<file path="src/rtl/dca_matrix_load_row_sequencer_if.sv">
// Handshake bundle between the DCA front end / LSU read path and the row sequencer.
// master is the sequencer side, slave is the front end + LSU side.
interface dca_matrix_load_row_sequencer_if #(
    parameter int BW_ADDR       = 32,
    parameter int BW_STRIDE_LS3 = 16,
    parameter int BW_ROW        = 2
);
    logic                     inst_valid;
    logic                     inst_ready;
    logic [BW_ADDR-1:0]       inst_addr;
    logic [BW_STRIDE_LS3-1:0] inst_stride_ls3;
    logic [BW_ROW-1:0]        inst_num_row_m1;

    logic                     req_valid;
    logic                     req_ready;
    logic [BW_ADDR-1:0]       req_addr;
    logic [BW_ROW-1:0]        req_row_idx;
    logic                     req_last;

    logic                     rsp_done;

    modport master (
        input  inst_valid, inst_addr, inst_stride_ls3, inst_num_row_m1,
        output inst_ready,
        output req_valid, req_addr, req_row_idx, req_last,
        input  req_ready,
        input  rsp_done
    );

    modport slave (
        output inst_valid, inst_addr, inst_stride_ls3, inst_num_row_m1,
        input  inst_ready,
        input  req_valid, req_addr, req_row_idx, req_last,
        output req_ready,
        output rsp_done
    );
endinterface

</file>
<file path="src/rtl/dca_matrix_load_row_sequencer.sv">
// Row-level sequencer for DCA matrix loads: issues one addressed read per row,
// caps unretired rows, and pulses done once every row has been retired.
//
// state | meaning
// IDLE  | waiting for a matrix load instruction
// ISSUE | issuing row requests, bounded by the outstanding cap
// DRAIN | all rows issued, waiting for the remaining retirements
// DONE  | one-cycle completion pulse
module dca_matrix_load_row_sequencer #(
    parameter int BW_ADDR         = 32,
    parameter int BW_STRIDE_LS3   = 16,
    parameter int MATRIX_SIZE     = 4,
    parameter int MAX_OUTSTANDING = 4
) (
    input  logic                           clk,
    input  logic                           rstnn,
    dca_matrix_load_row_sequencer_if.master bus,
    output logic                           busy,
    output logic                           done,
    output logic                           err
);
    localparam int BW_ROW = (MATRIX_SIZE > 1) ? $clog2(MATRIX_SIZE) : 1;
    localparam int BW_OUT = $clog2(MAX_OUTSTANDING + 1);
    localparam logic [BW_OUT-1:0] OUT_MAX = BW_OUT'(MAX_OUTSTANDING);

    generate
        if (MAX_OUTSTANDING < 1 || MAX_OUTSTANDING > 15) begin : g_bad_cfg
            $error("MAX_OUTSTANDING must be in 1..15");
        end
    endgenerate

    typedef enum logic [1:0] {
        IDLE  = 2'd0,
        ISSUE = 2'd1,
        DRAIN = 2'd2,
        DONE  = 2'd3
    } state_t;

    state_t              state;
    state_t              state_nxt;

    logic [BW_ADDR-1:0]  cur_addr;
    logic [BW_ADDR-1:0]  stride_bytes;
    logic [BW_ADDR-1:0]  stride_bytes_in;
    logic [BW_ROW-1:0]   last_row;
    logic [BW_ROW-1:0]   row_idx;
    logic [BW_OUT-1:0]   outstanding;
    logic [BW_OUT-1:0]   outstanding_nxt;

    logic                inst_ready_int;
    logic                req_valid_int;
    logic                req_last_int;
    logic                inst_hs;
    logic                req_hs;
    logic                rsp_ok;
    logic                rsp_err;

    logic [BW_STRIDE_LS3+2:0] stride_wide;

    assign stride_wide     = {bus.inst_stride_ls3, 3'b000};
    assign stride_bytes_in = BW_ADDR'(stride_wide);

    // All request-side outputs decode registers only; no input reaches them combinationally.
    assign inst_ready_int = (state == IDLE);
    assign req_valid_int  = (state == ISSUE) && (outstanding < OUT_MAX);
    assign req_last_int   = (state == ISSUE) && (row_idx == last_row);

    assign inst_hs = bus.inst_valid && inst_ready_int;
    assign req_hs  = req_valid_int && bus.req_ready;

    // A retirement with nothing outstanding is only legal if a request lands in the same cycle.
    assign rsp_ok  = bus.rsp_done && ((outstanding != '0) || req_hs);
    assign rsp_err = bus.rsp_done && (outstanding == '0) && !req_hs;

    always_comb begin
        outstanding_nxt = outstanding;
        case ({req_hs, rsp_ok})
            2'b10:   outstanding_nxt = outstanding + 1'b1;
            2'b01:   outstanding_nxt = outstanding - 1'b1;
            default: outstanding_nxt = outstanding;
        endcase
    end

    always_comb begin
        state_nxt = state;
        case (state)
            IDLE: begin
                if (inst_hs) begin
                    state_nxt = ISSUE;
                end
            end
            ISSUE: begin
                if (req_hs && req_last_int) begin
                    state_nxt = DRAIN;
                end
            end
            DRAIN: begin
                if (outstanding_nxt == '0) begin
                    state_nxt = DONE;
                end
            end
            DONE: begin
                state_nxt = IDLE;
            end
            default: begin
                state_nxt = IDLE;
            end
        endcase
    end

    always_ff @(posedge clk or negedge rstnn) begin
        if (!rstnn) begin
            state <= IDLE;
        end else begin
            state <= state_nxt;
        end
    end

    always_ff @(posedge clk or negedge rstnn) begin
        if (!rstnn) begin
            cur_addr     <= '0;
            stride_bytes <= '0;
            last_row     <= '0;
            row_idx      <= '0;
        end else if (inst_hs) begin
            cur_addr     <= bus.inst_addr;
            stride_bytes <= stride_bytes_in;
            last_row     <= bus.inst_num_row_m1;
            row_idx      <= '0;
        end else if (req_hs) begin
            cur_addr     <= cur_addr + stride_bytes;
            row_idx      <= row_idx + 1'b1;
        end
    end

    always_ff @(posedge clk or negedge rstnn) begin
        if (!rstnn) begin
            outstanding <= '0;
        end else begin
            outstanding <= outstanding_nxt;
        end
    end

    // A stray retirement wins over the clear so a same-cycle error is never lost.
    always_ff @(posedge clk or negedge rstnn) begin
        if (!rstnn) begin
            err <= 1'b0;
        end else if (rsp_err) begin
            err <= 1'b1;
        end else if (inst_hs) begin
            err <= 1'b0;
        end
    end

    assign bus.inst_ready  = inst_ready_int;
    assign bus.req_valid   = req_valid_int;
    assign bus.req_addr    = cur_addr;
    assign bus.req_row_idx = row_idx;
    assign bus.req_last    = req_last_int;

    assign busy = (state != IDLE);
    assign done = (state == DONE);
endmodule
</file>
<file path="src/flat_wrapper.sv">
// flat-port wrapper written by rule: the top's interface ports become plain ports
module dca_matrix_load_row_sequencer_flat 
#(
    parameter int BW_ADDR         = 32,
    parameter int BW_STRIDE_LS3   = 16,
    parameter int MATRIX_SIZE     = 4,
    parameter int MAX_OUTSTANDING = 4
)
  (clk, rstnn, busy, done, err, bus_inst_valid, bus_inst_addr, bus_inst_stride_ls3, bus_inst_num_row_m1, bus_inst_ready, bus_req_valid, bus_req_addr, bus_req_row_idx, bus_req_last, bus_req_ready, bus_rsp_done);
  dca_matrix_load_row_sequencer_if #(.BW_ADDR(BW_ADDR), .BW_STRIDE_LS3(BW_STRIDE_LS3)) bus_i ();
  input  logic clk;
  input  logic rstnn;
  output logic busy;
  output logic done;
  output logic err;
  input wire logic [$bits(bus_i.inst_valid)-1:0] bus_inst_valid;
  input wire logic [$bits(bus_i.inst_addr)-1:0] bus_inst_addr;
  input wire logic [$bits(bus_i.inst_stride_ls3)-1:0] bus_inst_stride_ls3;
  input wire logic [$bits(bus_i.inst_num_row_m1)-1:0] bus_inst_num_row_m1;
  output wire logic [$bits(bus_i.inst_ready)-1:0] bus_inst_ready;
  output wire logic [$bits(bus_i.req_valid)-1:0] bus_req_valid;
  output wire logic [$bits(bus_i.req_addr)-1:0] bus_req_addr;
  output wire logic [$bits(bus_i.req_row_idx)-1:0] bus_req_row_idx;
  output wire logic [$bits(bus_i.req_last)-1:0] bus_req_last;
  input wire logic [$bits(bus_i.req_ready)-1:0] bus_req_ready;
  input wire logic [$bits(bus_i.rsp_done)-1:0] bus_rsp_done;
  assign bus_i.inst_valid = bus_inst_valid;
  assign bus_i.inst_addr = bus_inst_addr;
  assign bus_i.inst_stride_ls3 = bus_inst_stride_ls3;
  assign bus_i.inst_num_row_m1 = bus_inst_num_row_m1;
  assign bus_inst_ready = bus_i.inst_ready;
  assign bus_req_valid = bus_i.req_valid;
  assign bus_req_addr = bus_i.req_addr;
  assign bus_req_row_idx = bus_i.req_row_idx;
  assign bus_req_last = bus_i.req_last;
  assign bus_i.req_ready = bus_req_ready;
  assign bus_i.rsp_done = bus_rsp_done;
  dca_matrix_load_row_sequencer #(.BW_ADDR(BW_ADDR), .BW_STRIDE_LS3(BW_STRIDE_LS3), .MATRIX_SIZE(MATRIX_SIZE), .MAX_OUTSTANDING(MAX_OUTSTANDING)) u_core (.clk(clk), .rstnn(rstnn), .bus(bus_i), .busy(busy), .done(done), .err(err));
endmodule
</file>
<file path="config.mk">
export PLATFORM = sky130hd
export DESIGN_NAME = dca_matrix_load_row_sequencer_flat
export DESIGN_NICKNAME = d
export VERILOG_FILES = /design/src/rtl/dca_matrix_load_row_sequencer_if.sv /design/src/rtl/dca_matrix_load_row_sequencer.sv /design/src/flat_wrapper.sv
export SDC_FILE = /design/constraint.sdc
export NUM_CORES = 1
export LEC_CHECK = 0
export ABC_AREA = 1
export CAP_MARGIN = 10
export CORE_MARGIN = 2
export CORE_UTILIZATION = 35
export DETAILED_ROUTE_END_ITERATION = 7
export PLACE_DENSITY_LB_ADDON = 0.08
export SETUP_SLACK_MARGIN = 0.4
export SYNTH_ARGS = -nofsm -noshare
export SYNTH_HDL_FRONTEND = slang
export SYNTH_SLANG_ARGS = --single-unit
</file>
<file path="constraint.sdc">
create_clock -name clk -period 3.15 [get_ports clk]
set_input_delay 0.4725 -clock clk [delete_from_list [all_inputs] [get_ports clk]]
set_output_delay 0.4725 -clock clk [all_outputs]
set_load 0.005 [all_outputs]
</file>
# After elaboration in Yosys (flattened, before gate mapping)
# Cells that the tools add are included.
totals:
  output_inout_bits: 40
  in_bits: 55
  wordCells: 50
  register_bits: 58
classes:
  add_sub_neg: 4
  reduce_logical: 18
  magnitude_cmp: 1
  n_eq_ne: 9
  n_mux: 11
op_table:
  columns: ["operator", "n"]
  rows:
  - ["32-bit two-way mux", 2]
  - ["32-bit by 19-bit adder with 32-bit output", 1]
  - ["2-bit two-way mux", 5]
  - ["1-bit logical AND", 8]
  - ["2-bit case mux with 4 select lines", 1]
  - ["2-bit == test (second input constant)", 3]
  - ["3-bit zero test", 2]
  - ["3-bit case mux with 2 select lines", 1]
  - ["2-bit nonzero test", 3]
  - ["2-bit by 1-bit == test with 1-bit output (second input constant)", 2]
  - ["2-bit != test (second input constant)", 2]
  - ["3-bit by 1-bit adder with 3-bit output (second input constant)", 1]
  - ["3-bit less-than comparator (second input constant)", 1]
  - ["3-bit AND reduction", 1]
  - ["3-bit nonzero test", 1]
  - ["3-bit by 1-bit subtractor with 3-bit output (second input constant)", 1]
  - ["2-bit by 1-bit adder with 2-bit output (second input constant)", 1]
  - ["2-bit == test", 1]
  - ["2-bit zero test", 1]
  - ["1-bit two-way mux", 2]
  - ["2-bit by 1-bit != test with 1-bit output (second input constant)", 1]
  - ["1-bit zero test", 1]
  - ["1-bit logical OR", 1]

# Logic depth before layout (Yosys ltp)
depth:
  word_depth: 10
  mapped_depth: 15
  depth_no_buf: 15

# Worst setup path after synthesis
# OpenSTA, ideal clock, no wires.
synth_timing:
  path_kind: "reg-to-reg"
  from: "reg u_core.state[1]"
  to: "reg u_core.state[1]"
  path_stages_with_launch: 15
  n_path_buf: 0
  synth_period_minus_slack_ps: 2504
  required_time_ps: 3033
  arrival_ps: 2388
  setup_time_ps: 117
  path_slack_ps: 646
  path_cell_list: "dfrtp_1 -> inv_1 -> ha_1 -> and3_1 -> inv_2 -> a21boi_0 -> ha_1 -> inv_1 -> fa_1 -> o21ai_0 -> or2_2 -> o21ai_1 -> nand2_1 -> nand2_1 -> nand2_1"
synth_between:
  elab_chain_len: 10
  elab_cells_between_ends: 20
  classes_between: "eq/ne: 8; mux: 2; reduce/logical: 10"
synth_rtl:
  columns: ["item", "line", "rtl"]
  rows:
  - ["start, declared", "dca_matrix_load_row_sequencer.sv:39", "state_t state;"]
  - ["start signal, assigned", "dca_matrix_load_row_sequencer.sv:115", "state <= state_nxt;"]
  - ["2-bit by 1-bit == test with 1-bit output (*)", "dca_matrix_load_row_sequencer.sv:65", "assign req_valid_int = (state == ISSUE) && (outstanding < OUT_MAX);"]
  - ["1-bit logical AND (*)", "dca_matrix_load_row_sequencer.sv:65", null]
  - ["1-bit logical AND (*)", "dca_matrix_load_row_sequencer.sv:69", "assign req_hs = req_valid_int && bus.req_ready;"]
  - ["1-bit logical OR", "dca_matrix_load_row_sequencer.sv:72", "assign rsp_ok = bus.rsp_done && ((outstanding != '0) || req_hs);"]
  - ["1-bit logical AND", "dca_matrix_load_row_sequencer.sv:72", null]
  - ["2-bit by 1-bit == test with 1-bit output or 2-bit == test (tied branches)", "dca_matrix_load_row_sequencer.sv:77", "case ({req_hs, rsp_ok})"]
  - ["3-bit case mux with 2 select lines (*)", "dca_matrix_load_row_sequencer.sv:77", null]
  - ["via u_core.outstanding_nxt[1]", "dca_matrix_load_row_sequencer.sv:48", "logic [BW_OUT-1:0] outstanding_nxt;"]
  - ["3-bit zero test (*)", "dca_matrix_load_row_sequencer.sv:98", "if (outstanding_nxt == '0) begin"]
  - ["2-bit by 1-bit != test with 1-bit output (no source line) (*)", null, null]
  - ["3-bit AND reduction (no source line) (*)", null, null]
# Mark *: on every way through the listed nets, which the timed path passes. The rest lies on a longest branch.
# A chain may end at the register's enable or synchronous reset.

# Worst setup path after layout
# Ends and elaborated chain as after synthesis.

==> results.yml <==
sta:
  fin_setup_tns_ns: 0
  max_freq_mhz: 379
  hold_viol: 0
  finalSetupViolations: 0
  rsz0062_at_grt: "false"
  drv_slew: 0
  min_period_ns: 2.64
  skew_ns: 0.00602
  tightest_slew_ns: 0.670
  relSlewSlack: 0.553
  fin_crit_sh: 0.837
setup_path:
  crit_type: "reg -> reg"
  slowest_delay_ns: 0.47
  cp.required_ns: 3.38
  crit_buf_inv: 3
  crit_fanout: 3
  reg2reg_to: "u_core.state[1]"
  cpMostUsedCell: "nand2_1"
  r2r_start: "u_core.state[1]"
  rr_worst_depth: 14
  cp-end-kind: "flop"
  r2r_slack_ns: 0.51
  timing.critical_path.depth: 14
  startpoint_type: "flop"
  cp-startpoint: "u_core.state[1]"
  crit_family: "adder cells"
  crit_path_end: "u_core.state[1]"
  arrival_ns: 2.87
  crit_chain: "inv_1 -> ha_1 -> and3_4 -> inv_2 -> a21boi_1 -> ha_1 -> inv_1 -> fa_1 -> o21ai_0 -> or2_2 -> o21ai_2 -> nand2_1 -> nand2_1 -> nand2_1"
  slowest_stage: "fa_1"
route:
  route.detailed.drc: 0
  finalWirelength_um: 12000
  drtIter0Drc: 197
  via_per_inst: 4.55
  wire_per_inst_um: 12.7
  dr.pass1.iters: 4
  antenna_left: 0
  via_count: 4309
synthesis:
  synth.most_common_cell: "nand2_1"
  yosysWarnings: 0
  async_flop_share: 1.00
  avgSynthCellArea_sq_um: 6.46
  synth_top_cells_by_count: "270 x nand2_1, 84 x inv_1, 73 x nor2_1"
  syn_area_sq_um: 4380
  synth_top_area_frac: 0.331
  synth_area_leader_cell: "dfrtp_1"
  syn_nets: 756
  ys.flop_type: "dfrtp_1"
  synth_edf_count: 0
  synth.distinct_cells: 38
  seq_area_frac_synth: 0.331
  synth_area_leaders: "dfrtp_1 33%, nand2_1 23%, inv_1 7.2%, nor2_1 6.3%, ha_1 6.0%"
  synthCells: 678
  yosys_register_bits: 58
place:
  hpwl_um: 9240
  place_congestion: 0.831
  portBuffers: 94
  place_area_sq_um: 5510
layout:
  seq_area_sq_um: 1450
  postLayoutCoreUtil: 0.486
  n_fill_cell: 1293
  final_area_sq_um: 5880
  syn_to_final_growth_pct: 34.3
  multiInputGateArea_sq_um: 2530
  antenna_cells: 0
  nets: 853
  drive_above_1_share: 0.0821
clocking:
  cts_root_buffer: "clkbuf_16"
  cts_sinks: 58
  clk_pin_slew_ns: 0.06
  cts_inserted_buffers: 9
  worstSkewPairLatency_ns: 0.34
  hold_buffers: 0
  cts_tree: "built"
  cts-htree-levels: 3
  clockBufferDepth: 2
global_routing:
  grt_pass1_wl_um: 20200
  grt_util_all_layers: 0.192
  antenna_found_initial: 0
  first_global_vias: 4283
  grt_max_degree: 61
  grt-ovfl-total: 0
pwr:
  combPwrFrac: 0.617
  power_density_nw_per_um2: 1120
  power_switching_uw: 3120
  ir_drop_uv: 493
  p_leak_uw: 0.00309
  clock_power_share: 0.163
  internal-power_uw: 3490
  p_seq_frac: 0.220
  p_sw_frac: 0.471
flow_run:
  max_cap_viol_count: 0
hold_path:
  holdCritPathClass: "in -> async"
floorplan:
  rows: 40
  die_h_um: 116
  coreArea_sq_um: 12100
  num_io_pins: 95
  dieArea_sq_um: 13400
  die_width_um: 116
  initial_core_util: 0.362
run_status:
  status: "finished, final reports clean"
## state kept, by name (all words and copies together) (netlist names)
register / flops
u_core.bus.req_addr: 32
u_core.bus.req_row_idx: 2
u_core.err: 1
u_core.last_row: 2
u_core.outstanding: 3
u_core.state: 2
u_core.stride_bytes: 16
## worst min-delay path by stage
stage,from,to,slack (ns),cells past startpoint
after CTS,rstnn,u_core.bus.req_addr[2],0.37,1
after floorplan,rstnn,u_core.bus.req_addr[0],0.18,0
after global placement,u_core.bus.req_addr[2],u_core.bus.req_addr[2],0.47,2
after detailed placement,u_core.bus.req_addr[0],u_core.bus.req_addr[0],0.46,2
after global routing,rstnn,u_core.last_row[1],0.16,1
final,rstnn,u_core.last_row[1],0.12,1
## logic make-up after synthesis
group	Yosys count	synth area share
and+or+nand+nor	430	0.414
buffers and inverters	104	0.0937
adders and majority gates	23	0.0691
DFF	58	0.331
xor gates and xnor gates	15	0.0300
AOI/OAI and AO/OA	48	0.0620
## cell type report
class                           instances  area share
Timing Repair Buffer                  102       0.176
Clock buffer                            9      0.0383
Multi-Input combinational cell        516       0.430
Inverter                               88      0.0562
Sequential cell                        58       0.247
Tap cell                              168      0.0357
Clock inverter                          7      0.0172
## cells in the final DEF (no fill, tap or decap), drive strengths merged, types with 5 or more instances in the layout
cell type and count:
buf 9, inv 90, nand4 5, nand3 49, xor2 12, clkbuf 9
o21ai 11, dfrtp 58, ha 21, a21oi 29, nor2 84, nand2 280
clkdlybuf4s50 93
## metrics by stage
step / setup slack [ns] / hold WS [ns] / total power (uW) / std cells
floorplan: 0.646 / 0.177 / 4170 / 678
global placement: 0.261 / 0.467 / 5500 / 929
detailed placement: 0.112 / 0.465 / 5530 / 929
CTS: 0.414 / 0.372 / 6670 / 945
global route: 0.383 / 0.159 / 7330 / 948
finish: 0.513 / 0.115 / 6610 / 948
## power groups by stage
stage	Clock, uW	Sequential (uW)	Combinational, uW
6_report	1080	1460	4080
5_1_grt	1130	1520	4680
4_1_cts	1110	1460	4100
3_5_place_dp	0	1470	4060
3_3_place_gp	0	1460	4040
2_1_floorplan	0	1390	2780
## metal layers
| metal | routed length, um | up-vias | GRT usage |
|---|---|---|---|
| met4 | 208 | 0 | 0.0675 |
| met2 | 5500 | 82 | 0.316 |
| met3 | 603 | 15 | 0.0408 |
| met1 | 5720 | 1927 | 0.251 |
| met5 | 0 | - | 0 |
| li1 | - | 2285 | - |
## repair_timing
item                       CTS  global route
setup endpoints to repair    2             2
resized for setup            1             2
hold endpoints to repair     0             0
buffers inserted             0             2
Power figures use the tool's default switching activity.
